===== src/rtl/note_sequencer_if.sv =====
// Load/ROM bundle between note_sequencer, the song ROM and the note_player.
interface note_sequencer_if #(
    parameter int ADDR_WIDTH = 7
);
    logic [ADDR_WIDTH-1:0] rom_addr;
    logic [15:0]           rom_data;
    logic [5:0]            note_to_load;
    logic [1:0]            weight;
    logic                  load_new_note;
    logic                  note_done;
    logic                  play_enable;
    logic                  song_done;

    modport master (
        output rom_addr,
        output note_to_load,
        output weight,
        output load_new_note,
        output note_done,
        output play_enable,
        output song_done,
        input  rom_data
    );

    modport slave (
        input  rom_addr,
        input  note_to_load,
        input  weight,
        input  load_new_note,
        input  note_done,
        input  play_enable,
        input  song_done,
        output rom_data
    );
endinterface


===== src/rtl/note_sequencer.sv =====
// Walks the song ROM, issues one note per entry to the player
// and times each note in counted beats.
module note_sequencer #(
    parameter int ADDR_WIDTH = 7,
    parameter int DUR_WIDTH  = 6
) (
    input  logic clk,
    input  logic reset,
    input  logic play,
    input  logic beat,
    note_sequencer_if.master bus
);
    typedef enum logic [2:0] {
        S_IDLE,
        S_FETCH,
        S_DECODE,
        S_PLAY,
        S_DONE
    } state_e;

    localparam logic [ADDR_WIDTH-1:0] MAX_ADDR = '1;

    state_e                state_q, state_d;
    logic [ADDR_WIDTH-1:0] addr_q, addr_d;
    logic [5:0]            note_q, note_d;
    logic [1:0]            weight_q, weight_d;
    logic [DUR_WIDTH-1:0]  dur_q, dur_d;
    logic [DUR_WIDTH-1:0]  cnt_q, cnt_d;
    logic                  load_q, load_d;
    logic                  done_q, done_d;

    logic                  rom_eos;
    logic [DUR_WIDTH-1:0]  rom_dur;
    logic                  unused_rsvd;

    assign rom_eos     = bus.rom_data[15];
    assign rom_dur     = DUR_WIDTH'(bus.rom_data[8:3]);
    assign unused_rsvd = bus.rom_data[0];

    always_ff @(posedge clk) begin
        if (reset) begin
            state_q  <= S_IDLE;
            addr_q   <= '0;
            note_q   <= '0;
            weight_q <= '0;
            dur_q    <= '0;
            cnt_q    <= '0;
            load_q   <= 1'b0;
            done_q   <= 1'b0;
        end else begin
            state_q  <= state_d;
            addr_q   <= addr_d;
            note_q   <= note_d;
            weight_q <= weight_d;
            dur_q    <= dur_d;
            cnt_q    <= cnt_d;
            load_q   <= load_d;
            done_q   <= done_d;
        end
    end

    always_comb begin
        state_d  = state_q;
        addr_d   = addr_q;
        note_d   = note_q;
        weight_d = weight_q;
        dur_d    = dur_q;
        cnt_d    = cnt_q;
        load_d   = 1'b0;
        done_d   = 1'b0;
        unique case (state_q)
            S_IDLE: begin
                if (play) state_d = S_FETCH;
            end
            S_FETCH: begin
                state_d = S_DECODE;
            end
            S_DECODE: begin
                if (rom_eos) begin
                    state_d = S_DONE;
                end else if (rom_dur == '0) begin
                    if (addr_q == MAX_ADDR) begin
                        state_d = S_DONE;
                    end else begin
                        addr_d  = addr_q + 1'b1;
                        state_d = S_FETCH;
                    end
                end else begin
                    note_d   = bus.rom_data[14:9];
                    weight_d = bus.rom_data[2:1];
                    dur_d    = rom_dur;
                    cnt_d    = '0;
                    load_d   = 1'b1;
                    state_d  = S_PLAY;
                end
            end
            S_PLAY: begin
                // Leave PLAY only after the note_done pulse cycle.
                if (done_q) begin
                    if (addr_q == MAX_ADDR) begin
                        state_d = S_DONE;
                    end else begin
                        addr_d  = addr_q + 1'b1;
                        state_d = S_FETCH;
                    end
                end else if (play && beat) begin
                    if (cnt_q == dur_q - DUR_WIDTH'(1)) begin
                        done_d = 1'b1;
                    end else begin
                        cnt_d = cnt_q + 1'b1;
                    end
                end
            end
            S_DONE: begin
                state_d = S_DONE;
            end
            default: begin
                state_d = S_IDLE;
            end
        endcase
    end

    assign bus.rom_addr      = addr_q;
    assign bus.note_to_load  = note_q;
    assign bus.weight        = weight_q;
    assign bus.load_new_note = load_q;
    assign bus.note_done     = done_q;
    assign bus.play_enable   = play & (state_q == S_PLAY);
    assign bus.song_done     = (state_q == S_DONE);
endmodule


===== src/flat_wrapper.sv =====
// flat-port wrapper written by rule: the top's interface ports become plain ports
module note_sequencer_flat 
#(
    parameter int ADDR_WIDTH = 7,
    parameter int DUR_WIDTH  = 6
)
  (clk, reset, play, beat, bus_rom_addr, bus_note_to_load, bus_weight, bus_load_new_note, bus_note_done, bus_play_enable, bus_song_done, bus_rom_data);
  note_sequencer_if #(.ADDR_WIDTH(ADDR_WIDTH)) bus_i ();
  input  logic clk;
  input  logic reset;
  input  logic play;
  input  logic beat;
  output wire logic [$bits(bus_i.rom_addr)-1:0] bus_rom_addr;
  output wire logic [$bits(bus_i.note_to_load)-1:0] bus_note_to_load;
  output wire logic [$bits(bus_i.weight)-1:0] bus_weight;
  output wire logic [$bits(bus_i.load_new_note)-1:0] bus_load_new_note;
  output wire logic [$bits(bus_i.note_done)-1:0] bus_note_done;
  output wire logic [$bits(bus_i.play_enable)-1:0] bus_play_enable;
  output wire logic [$bits(bus_i.song_done)-1:0] bus_song_done;
  input wire logic [$bits(bus_i.rom_data)-1:0] bus_rom_data;
  assign bus_rom_addr = bus_i.rom_addr;
  assign bus_note_to_load = bus_i.note_to_load;
  assign bus_weight = bus_i.weight;
  assign bus_load_new_note = bus_i.load_new_note;
  assign bus_note_done = bus_i.note_done;
  assign bus_play_enable = bus_i.play_enable;
  assign bus_song_done = bus_i.song_done;
  assign bus_i.rom_data = bus_rom_data;
  note_sequencer #(.ADDR_WIDTH(ADDR_WIDTH), .DUR_WIDTH(DUR_WIDTH)) u_core (.clk(clk), .reset(reset), .play(play), .beat(beat), .bus(bus_i));
endmodule

===== config.mk =====
export PLATFORM = sky130hd
export DESIGN_NAME = note_sequencer_flat
export DESIGN_NICKNAME = d
export VERILOG_FILES = /design/src/rtl/note_sequencer_if.sv /design/src/rtl/note_sequencer.sv /design/src/flat_wrapper.sv
export SDC_FILE = /design/constraint.sdc
export NUM_CORES = 1
export LEC_CHECK = 0
export BUFFER_PORTS_ARGS = -buffer_cell sky130_fd_sc_hd__buf_2
export CORE_MARGIN = 8
export CORE_UTILIZATION = 50
export DETAILED_ROUTE_END_ITERATION = 8
export PLACE_DENSITY = 0.84
export SYNTH_ARGS = -nofsm -noshare
export SYNTH_HDL_FRONTEND = slang
export SYNTH_SLANG_ARGS = --single-unit

===== constraint.sdc =====
create_clock -name clk -period 3.8 [get_ports clk]
set_clock_uncertainty 0.05 [all_clocks]
set_input_delay 0.19 -clock clk [delete_from_list [all_inputs] [get_ports clk]]
set_output_delay 0.19 -clock clk [all_outputs]
set_load 0.02 [all_outputs]

* Word level (Yosys, flattened, before mapping)
Cells that the tools add are included.
** Cells by class
- Add/subtract/negate cells :: 3
- Mux-type cells :: 19
- Reductions and logical operators :: 10
- Equality and inequality tests :: 14
- Bitwise operators :: 6
** Operators with widths (count)
- $mux W6 :: 5
- $mux W7 :: 4
- $mux W3 :: 5
- $pmux W3 S5 :: 1
- $pmux W7 S2 :: 1
- $pmux W6 S2 :: 1
- $ne A2 B2 Y1 const B :: 5
- $add A7 B1 Y7 const B :: 1
- $eq A7 B7 Y1 const B :: 1
- $add A6 B1 Y6 const B :: 1
- $eq A3 B2 Y1 const B :: 2
- $eq A6 B6 Y1 :: 1
- $logic_not A6 Y1 :: 1
- $ne A2 B1 Y1 const B :: 3
- $reduce_and A6 Y1 :: 1
- $sub A6 B1 Y6 const B :: 1
- $not A1 Y1 :: 5
- $reduce_and A4 Y1 :: 1
- $reduce_or A4 Y1 :: 1
- $eq A3 B1 Y1 const B :: 1
- $eq A3 B3 Y1 const B :: 1
- $logic_not A3 Y1 :: 1
- $reduce_and A3 Y1 :: 1
- $reduce_or A3 Y1 :: 1
- 5 further kinds :: 6
** Word-level totals
- Input bits :: 20
- Logic and storage cells :: 60
- Output and inout bits :: 19
- Register bits after elaboration :: 32

* Depth between registers and ports, before layout
- Depth in word-level cells :: 6
- Depth in mapped cells :: 8
- Gate-level depth less buffers :: 8

* Worst setup path after synthesis
Ideal clock, no wire load.
- Path type :: register -> register
- Start :: reg u_core.dur_q[0]
- End :: reg u_core.cnt_q[2]
- Arrival :: 1.876 ns
- Setup slack :: 1.754 ns
- Period minus slack after synthesis :: 2.046 ns
- Buffers on the path :: 0
- Stages on the path, launching flop included :: 9
- Setup time :: 0.120 ns
- Required time :: 3.630 ns
- Cells stage by stage :: dfxtp_1 -> inv_1 -> ha_1 -> nand2b_1 -> o211a_1 -> o31ai_2 -> a41oi_4 -> and4b_1 -> a211o_1
** Between the ends
- Cells in the longest elaborated chain, start to end :: 4
** Ends and longest elaborated chain
- start: declaration :: RTL line note_sequencer.sv:27 : logic [DUR_WIDTH-1:0] dur_q, dur_d;
- start signal: assignment :: RTL line note_sequencer.sv:55 : dur_q <= dur_d;
- $sub A6 B1 Y6 :: RTL line note_sequencer.sv:107 : if (cnt_q == dur_q - DUR_WIDTH'(1)) begin
- $eq A6 B6 Y1 :: RTL line note_sequencer.sv:107
- $ne A2 B2 Y1 (no line)
- $reduce_and A6 Y1 (no line)
- end signal: assignment :: RTL line note_sequencer.sv:56 : cnt_q <= cnt_d;
- end: declaration :: RTL line note_sequencer.sv:28 : logic [DUR_WIDTH-1:0] cnt_q, cnt_d;
No other way between the ends.
A chain may end at the register's enable or synchronous reset.

* Worst setup path in the final report
Ends and elaborated chain as after synthesis.

==> metrics.md <==
| Metric | Value |
|---|---|
| Pre-antenna DRT Iters | `4` |
| ANT cells | `0` |
| Power Internal | `472.8 µW` |
| Flop pwr share | `55.7%` |
| Initial antenna violation count | `0` |
| Top Metal Used | `met4` |
| First-pass GRT wire length | `5.685 mm` |
| Worst path required time | `3.97 ns` |
| Vias/cell | `5.319` |
| LEAKAGE | `0.0008009 µW` |
| Wirelength per Cell | `13.12 µm` |
| R2R depth | `8` |
| Area Growth Syn to Fin | `18.00%` |
| Slew @ Worst Pin | `0.5599 ns` |
| IO Pins | `39` |
| Net Sw Frac | `24.44%` |
| HPWL Detailed | `2.513 mm` |
| WL met3 | `199 µm` |
| Period utilization | `58.66%` |
| Logic pwr share | `10.0%` |
| Area of the multi-input gates | `902.1 µm²` |
| Fmax achieved | `0.4486 GHz` |
| Fraction of the mapped netlist area in simple logic gates | `25.16%` |
| Worst r2r src | `u_core.dur_q[0]$_SDFFE_PP0P_` |
| Max transition margin | `62.67%` |
| Run status | `finished, final reports clean` |
| Met1 wire length | `1.502 mm` |
| Clock sink count | `32` |
| Buf/Inv on CP | `1` |
| Worst hold stages | `3` |
| Crit path max-delay cell type | `dfxtp_1` |
| Xor/xnor share of the synthesized area | `7.075%` |
| Post-Synth Adder-Cell Area | `2.358%` |
| Clock power frac | `34.3%` |
| Sequential fraction of the synthesis area | `40.25%` |
| Filler Cells Inserted | `289` |
| Setup bufs post-CTS | `0` |
| RSZ-0062 raised after global routing | `false` |
| Die H | `72.42 µm` |
| Final WS setup | `1.571 ns` |
| Worst-case hold slack | `0.04625 ns` |
| Largest net degree at the start of global routing | `30` |
| Setup Viol. Count Final | `0` |
| #FFs+latches synth | `32` |
| Initial Util | `52.13%` |
| Critical Path End Type | `flop` |
| Final hold violations | `0` |
| DRT antenna net count | `0` |
| CTS tree | `done` |
| Most frequent cells in the layout | `buf_2, nor2_1, dfxtp_1` |
| Reg2Reg Setup Slack | `1.57 ns` |
| CTS buffer count | `5` |
| Initial drt markers | `48` |
| Num rows | `20` |
| Vias in the first global route | `1309` |
| Max-capacitance violation count | `0` |
| Commonest non-fill, non-tap cell in the layout | `buf_2` |
| Remaining global-route overflow | `0` |
| # H-tree levels | `2` |
| Drt drc | `0` |
| YS warnings | `0` |
| Die width | `72.42 µm` |
| Netlist cell types | `42` |
| Crit Path Class | `flop to flop` |
| Register area | `640.6 µm²` |
| Complex-gate fraction of the synthesized area | `12.26%` |
| Pwr/cell area | `333.2 mW/mm²` |
| Net Count, Synth | `198` |
| Util after Layout | `61.52%` |
| Critical Path Stages | `8` |
| Tmin final | `2.229 ns` |
| Post-CTS sizing | `0` |
| Setup TNS | `0 ns` |
| Post-synth EDFFs | `0` |
| CP startpoint | `u_core.dur_q[0]$_SDFFE_PP0P_` |
| Post-Route WL | `3.372 mm` |
| PortBufs | `37` |
| Routed vias | `1367` |
| CP peak stage delay | `0.41 ns` |
| Ys flop type | `dfxtp_1` |
| WP data arrival | `2.40 ns` |
| Maximum vdd drop | `0.0002538 V` |
| Die area | `0.005245 mm²` |
| HP Class | `input port to flop` |
| Cts hold-fix bufs | `0` |
| RePlAce Congestion | `0.7820` |
| CP delay by family, top | `compound AO/OA/AOI/OAI gates` |
| Reg clk slew, reported paths | `0.10 ns` |
| Post-Synthesis Cell Area | `0.001592 mm²` |
| Largest family of logic cells by synthesized area | `simple AND/OR/NAND/NOR gates` |
| R2R Path End | `u_core.cnt_q[2]$_SDFFE_PP0P_` |
| Net count, final | `236` |
| Crit path launch type | `flop` |
| Wire length on met2 | `1.657 mm` |
| Setup crit end | `u_core.cnt_q[2]$_SDFFE_PP0P_` |
| Syn_area_per_cell | `9.094 µm²` |
| Core area | `0.003053 mm²` |
| NetSw | `152.9 µW` |
| Crit Path Max Fanout | `8` |
| FFs w/ async S/R, synth | `0%` |
| Worst skew pair latency | `0.33 ns` |
| Placement-stage worst setup slack | `1.605 ns` |
| Cells after Synth | `175` |
| Worst-case clock buffer depth | `2` |
| CTS root buffer | `clkbuf_4` |
| Multiplexer share of the synthesized area | `9.434%` |
| Pins Over Slew Limit | `0` |
| Share of cells above drive strength 1 | `25.82%` |
| Cell chain of the critical path | `inv_1, ha_1, nand2b_1, o211a_1, o31ai_2, a41oi_4, and4b_1, a211o_1` |
| GRT Total Usage | `13.54%` |
-- area by class of cell --
class,count,area share [%]
Clock buffer,7,3.464
Timing Repair Buffer,39,10.66
Sequential cell,32,34.11
Inverter,4,0.7995
Tap cell,44,2.931
Multi-Input combinational cell,131,48.03
-- through the flow --
stage	std cells	cell area [µm²]	total power, µW
after global routing	257	1878	655.1
after floorplan	175	1592	398.8
after detailed placement	250	1813	418.7
final	257	1878	625.7
after CTS	257	1878	631.8
after global placement	250	1813	417.0
-- per-layer routing --
layer | GRT usage [%] | vias to the layer above
met5 | 0 | -
met4 | 3.556 | 0
met3 | 6.336 | 2
met2 | 22.27 | 34
met1 | 15.37 | 635
li1 | - | 696
-- kinds of logic (layout without fill, tap and decap cells) --
| group | Yosys count | after routing |
|---|---|---|
| buffers and inverters | 12 | 50 |
| adder cells (fa/ha/maj) | 3 | 3 |
| flip-flops | 32 | 32 |
| multiplexers | 15 | 15 |
| AO/OA/AOI/OAI | 21 | 21 |
| AND/OR/NAND/NOR | 80 | 80 |
| XOR/XNOR | 12 | 12 |
-- state kept, by name, indices dropped and copies added, names as in the netlist --
register and cells:
u_core.bus.note_done 1, u_core.bus.weight 2, u_core.dur_q 6, u_core.bus.note_to_load 6
u_core.cnt_q 6, u_core.state_q 3, u_core.bus.rom_addr 7, u_core.bus.load_new_note 1
-- power by group through the flow --
stage / logic, µW / clock network, µW / registers, µW
2_1_floorplan: 43.6 / 0 / 355
3_3_place_gp: 60.9 / 0 / 356
3_5_place_dp: 62.4 / 0 / 356
4_1_cts: 62.7 / 221 / 348
5_1_grt: 68.4 / 237 / 350
6_report: 62.3 / 215 / 348
-- worst min-delay path: cells and delay by family --
kind	cells	cell delay, ns
buffers and inverters	1	0.07
AND/OR/NAND/NOR	1	0.07
multiplexers	1	0.05
-- worst min-delay path by stage --
stage,startpoint,endpoint,slack (ns)
global route,bus_rom_data[14],u_core.bus.note_to_load[5]$_SDFFE_PP0P_,0.02
floorplan,bus_rom_data[14],u_core.bus.note_to_load[5]$_SDFFE_PP0P_,0.29
detailed placement,bus_rom_data[13],u_core.bus.note_to_load[4]$_SDFFE_PP0P_,0.38
CTS,bus_rom_data[14],u_core.bus.note_to_load[5]$_SDFFE_PP0P_,0.04
finish,bus_rom_data[11],u_core.bus.note_to_load[2]$_SDFFE_PP0P_,0.05
global placement,bus_rom_data[2],u_core.bus.weight[1]$_SDFFE_PP0P_,0.37
-- synth_stat cells, drive strengths merged (4+ instances only) --
cell,count,share of area [%]
nand2,11,2.6
nand3,5,1.9
inv,4,0.94
mux2i,15,9.4
dfxtp,32,40
nand4,6,2.4
buf,5,1.8
nor3,8,3.2
nor2,33,7.8
xnor2,6,3.8
xor2,6,3.3
and3,6,2.4
(Power assumes the default switching activity.)
